File: src/rtl/demux_pkt_scheduler.sv
// rtl/demux_pkt_scheduler.sv - round-robin packet sequencer for a 1-to-N demux
module demux_pkt_scheduler #(
    parameter int N_OUT   = 2,
    parameter int DW      = 8,
    parameter int PKT_LEN = 4,
    parameter int TIMEOUT = 15
) (
    input  logic                     clk,
    input  logic                     rst_n,
    input  logic                     in_valid,
    input  logic [DW-1:0]            in_data,
    output logic                     in_ready,
    input  logic [N_OUT-1:0]         en,
    output logic [N_OUT-1:0]         out_valid,
    output logic [DW-1:0]            out_data,
    input  logic [N_OUT-1:0]         out_ready,
    output logic [$clog2(N_OUT)-1:0] sel,
    output logic                     busy,
    output logic                     pkt_done,
    output logic                     timeout_err,
    input  logic                     err_clr
);
    localparam int SW = $clog2(N_OUT);
    localparam int BW = $clog2(PKT_LEN + 1);
    localparam int TW = $clog2(TIMEOUT + 1);

    typedef enum logic {IDLE, SEND} state_t;

    state_t        state;
    logic [SW-1:0] last;
    logic [BW-1:0] beat_cnt;
    logic [TW-1:0] stall_cnt;

    logic          grant_found;
    logic [SW-1:0] grant_idx;
    logic [SW-1:0] cand;
    logic          sel_ready;
    logic          handshake;
    logic          stalled;
    logic          last_beat;
    logic          err_set;

    assign out_data  = in_data;
    assign sel_ready = out_ready[sel];
    assign in_ready  = (state == SEND) && sel_ready;
    assign handshake = (state == SEND) && in_valid && sel_ready;
    assign stalled   = (state == SEND) && in_valid && !sel_ready;
    assign last_beat = (beat_cnt == BW'(PKT_LEN - 1));
    // Fires on the stall that brings the counter up to TIMEOUT.
    assign err_set   = stalled && (stall_cnt == TW'(TIMEOUT - 1));

    always_comb begin
        out_valid = '0;
        if (state == SEND) begin
            out_valid[sel] = in_valid;
        end
    end

    // Scan starts just after the previous grant so every enabled sink gets a turn.
    always_comb begin
        grant_found = 1'b0;
        grant_idx   = '0;
        cand        = '0;
        for (int i = 1; i <= N_OUT; i++) begin
            cand = SW'((int'(last) + i) % N_OUT);
            if (!grant_found && en[cand]) begin
                grant_found = 1'b1;
                grant_idx   = cand;
            end
        end
    end

    always_ff @(posedge clk or negedge rst_n) begin
        if (!rst_n) begin
            state       <= IDLE;
            sel         <= '0;
            last        <= SW'(N_OUT - 1);
            beat_cnt    <= '0;
            stall_cnt   <= '0;
            busy        <= 1'b0;
            pkt_done    <= 1'b0;
            timeout_err <= 1'b0;
        end else begin
            pkt_done <= 1'b0;
            if (err_set) begin
                timeout_err <= 1'b1;
            end else if (err_clr) begin
                timeout_err <= 1'b0;
            end
            case (state)
                IDLE: begin
                    stall_cnt <= '0;
                    if (in_valid && grant_found) begin
                        sel      <= grant_idx;
                        last     <= grant_idx;
                        beat_cnt <= '0;
                        busy     <= 1'b1;
                        state    <= SEND;
                    end
                end
                SEND: begin
                    if (handshake) begin
                        stall_cnt <= '0;
                        if (last_beat) begin
                            beat_cnt <= '0;
                            busy     <= 1'b0;
                            pkt_done <= 1'b1;
                            state    <= IDLE;
                        end else begin
                            beat_cnt <= beat_cnt + 1'b1;
                        end
                    end else if (stalled) begin
                        if (stall_cnt != TW'(TIMEOUT)) begin
                            stall_cnt <= stall_cnt + 1'b1;
                        end
                    end else begin
                        stall_cnt <= '0;
                    end
                end
                default: state <= IDLE;
            endcase
        end
    end
endmodule
File: config.mk
export PLATFORM = sky130hd
export DESIGN_NAME = demux_pkt_scheduler
export DESIGN_NICKNAME = d
export VERILOG_FILES = /design/src/rtl/demux_pkt_scheduler.sv
export SDC_FILE = /design/constraint.sdc
export NUM_CORES = 1
export LEC_CHECK = 0
export CAP_MARGIN = 25
export CORE_MARGIN = 4
export CORE_UTILIZATION = 36
export DETAILED_ROUTE_END_ITERATION = 16
export GPL_TIMING_DRIVEN = 0
export PLACE_DENSITY_LB_ADDON = 0.12
export SETUP_SLACK_MARGIN = 0.15
export SYNTH_ARGS = -nofsm -noshare
export SYNTH_HDL_FRONTEND = slang
export SYNTH_SLANG_ARGS = --single-unit
File: constraint.sdc
create_clock -name clk -period 1.2 [get_ports clk]
set_input_delay 0.24 -clock clk [delete_from_list [all_inputs] [get_ports clk]]
set_output_delay 0.24 -clock clk [all_outputs]
set_load 0.05 [all_outputs]
==> run_results.csv <==
group,metric,value,unit
status,status,"finished, violations left",
status,violations,"negative setup slack",
worst_setup_path,r2r_setup_slack,-0.12,ns
placed_design,portBuffers,22,
clock_tree,cts_buffer_depth,2,
clock_tree,root_buffer,"clkbuf_4",
worst_hold_path,hp-class,"in -> async",
pwr,ir_drop,946,µV
sta,finalClockSkew,0.00558,ns
sta,worst_pin_slew,0.583,ns
floorplanning,start_util,39.0,%
drt,first_pass_iters,3,
sta,finalCriticalPeriod,1.42,ns
placed_design,dp_hpwl,1110,µm
synthesis,syn_nets,88,
grt,grt_antenna_before_repair,0,
pwr,p_leak,0.532,nW
drt,wirelength,1610,µm
synthesis,syn-instance-count,69,
worst_setup_path,worstPathRequired,0.96,ns
finish,final_common_cell,"buf_4",
drt,avgViaCountPerCell,4.92,
floorplanning,top_level_ports,31,
worst_setup_path,cp.arrival,1.18,ns
grt,grt_max_degree,14,
finish,fin_cells,129,
sta,grt_setup_unrepaired,"true",
worst_setup_path,cp-start-kind,"register",
pwr,p_sw,0.000601,W
floorplanning,fp.dieW,51.7,µm
clock_tree,cts_tree,"yes",
pwr,p_comb_share,45.0,%
drt,wl_per_cell,12.5,µm
grt,first_global_vias,631,
sta,finalSetupTns,-1.25,ns
grt,grt_pass1_wl,2680,µm
pwr,clkPwrFrac,17.1,%
clock_tree,clk_pin_slew,0.08,ns
pwr,p_int,0.000961,W
clock_tree,cts_buffers,3,
drt,ant_nets,0,
finish,areaGrowthSynthToFinish,65.1,%
finish,final_util,64.4,%
grt,grt_overflow_total,0,
placed_design,pre_cts_ws,-0.884,ns
worst_setup_path,end_kind,"output port",
floorplanning,die_area,2670,µm²
floorplanning,die_h,51.7,µm
placed_design,place_inst,116,
sta,fmax,705,MHz
drt,drcViolationCount,0,
pwr,pwr-share-seq,37.9,%
floorplanning,rows,15,
worst_setup_path,cp_max_fo,4,
synthesis,avgSynthCellArea,9.97,µm²
pwr,p_per_area,1370,nW/µm²
synthesis,syn_area,688,µm²
finish,final_cell_mix,"15 x buf_4, 11 x dfrtp_1, 9 x buf_6",
flow_run,maxCapViolCount,0,
finish,num_antenna_cells,0,
pwr,power,0.00156,W
synthesis,synth_seq_area_share,47.5,%
sta,final.period_utilization,118,%
clock_tree,cts.sinks,13,
sta,fin_ws,-0.218,ns
sta,finalHoldViolations,0,
sta,finalMaxSlewViolations,0,
floorplanning,core,1760,µm²
clock_tree,htree_levels,1,
worst_setup_path,path_class,"reg -> out",
drt,drt_iter0_markers,3,
drt,vias,635,
synthesis,synth_cell_type_count,28,
clock_tree,clkLatencyLatePin,0.28,ns
sta,setup_viol,14,
finish,fin_nets,124,
synthesis,ys_ff_latch,13,
placed_design,routabilityCongestion,0.748,
synthesis,ys_warn_count,0,
finish,drive_gt1_share,51.9,%
finish,fillCellCount,149,
sta,maxSlewHeadroom,61.0,%
grt,track_usage,13.5,%
pwr,swShare,38.5,%
[timing repair]
action | CTS | global route
gates resized for setup | 84 | 7
setup endpoints to repair | 28 | 24
hold buffers | 0 | 0
pin swaps | 3 | 1
setup buffers | 8 | 1
gates cloned | 0 | 0
[per-layer routing]
metal | vias up | global-route usage, % | routed length (µm)
met5 | - | 0 | 0
met4 | 0 | 5.24 | 16
met3 | 2 | 2.87 | 129
met2 | 23 | 25.2 | 827
met1 | 304 | 14.7 | 637
li1 | 306 | - | -
[worst max-delay path, stage by stage, from the launching register on]
cell,delay (ns)
dfrtp_2,0.45
mux2i_4,0.21
nor2_4,0.08
buf_6,0.16
[registers in the layout (all words and copies together), names as in the netlist]
signal and cells:
last 1, busy 1, state 1, timeout_err 1
sel 1, pkt_done 1, beat_cnt 3, stall_cnt 4
[power by group through the flow]
stage          registers (W)  logic (W)  clock network (W)
3_3_place_gp        0.000596   0.000557                  0
6_report            0.000592   0.000702           0.000268
4_1_cts             0.000590   0.000686           0.000284
3_5_place_dp        0.000600   0.000563                  0
2_1_floorplan       0.000666   0.000321                  0
5_1_grt             0.000605   0.000752           0.000295
[synth_stat cells]
master    instances  area [µm²]
a211oi_1          1        7.51
a21o_1            1        7.51
a21o_2            1        8.76
a21oi_1           2        10.0
a31oi_1           1        6.26
and3_2            1        7.51
and4_1            1        8.76
buf_2             1        5.00
buf_4             8        60.1
dfrtp_1          12         300
dfstp_2           1        26.3
ha_1              3        37.5
inv_1             4        15.0
mux2i_1           1        10.0
mux2i_2           1        13.8
nand2_1           4        15.0
nand2b_1          1        6.26
nand3_1           3        15.0
nand3_2           1        10.0
nand3b_1          1        7.51
nand4b_1          1        8.76
nor2_1            6        22.5
nor3_1            2        10.0
nor3b_1           1        7.51
o21ai_0           5        25.0
o22ai_1           3        18.8
or2b_2            1        8.76
xnor2_1           1        8.76
[path summary, 6_finish.rpt]
check / start / to / cells past startpoint
max: sel$_DFFE_PN0P_ / in_ready / 3
min: rst_n / busy$_DFFE_PN0P_ / 1
max reg2reg: sel$_DFFE_PN0P_ / beat_cnt[0]$_DFFE_PN0P_ / 5
min reg2reg: last$_DFFE_PN1P_ / last$_DFFE_PN1P_ / 1
max in group asynchronous: rst_n / sel$_DFFE_PN0P_ / 1
min in group clk: last$_DFFE_PN1P_ / last$_DFFE_PN1P_ / 1
[layout make-up]
type	count	area, µm²	share of cell area [%]
Buffer	9	71.3	6.28
Clock buffer	3	22.5	1.98
Clock inverter	1	5.00	0.441
Inverter	4	18.8	1.65
Multi-Input combinational cell	43	382	33.6
Sequential cell	13	328	28.9
Tap cell	25	31.3	2.75
Timing Repair Buffer	31	278	24.4
[per-stage QoR]
step | hold slack (ns) | instance area [µm²]
2_1_floorplan | -0.0556 | 713
3_3_place_gp | 0.466 | 965
3_5_place_dp | 0.473 | 965
4_1_cts | 0.342 | 1130
5_1_grt | 0.369 | 1140
6_report | 0.327 | 1140
[cell families (layout without fill, tap and decap cells)]
kind of cell | count (synthesis) | count (layout) | synth area share, %
buf+inv | 13 | 48 | 11.6
fa+ha+maj | 3 | 3 | 5.46
mux | 2 | 2 | 3.45
compound gates | 14 | 14 | 12.2
flops | 13 | 13 | 47.5
simple gates | 23 | 23 | 18.5
xor+xnor | 1 | 1 | 1.27
No activity file was read; power rests on OpenSTA's default activity.
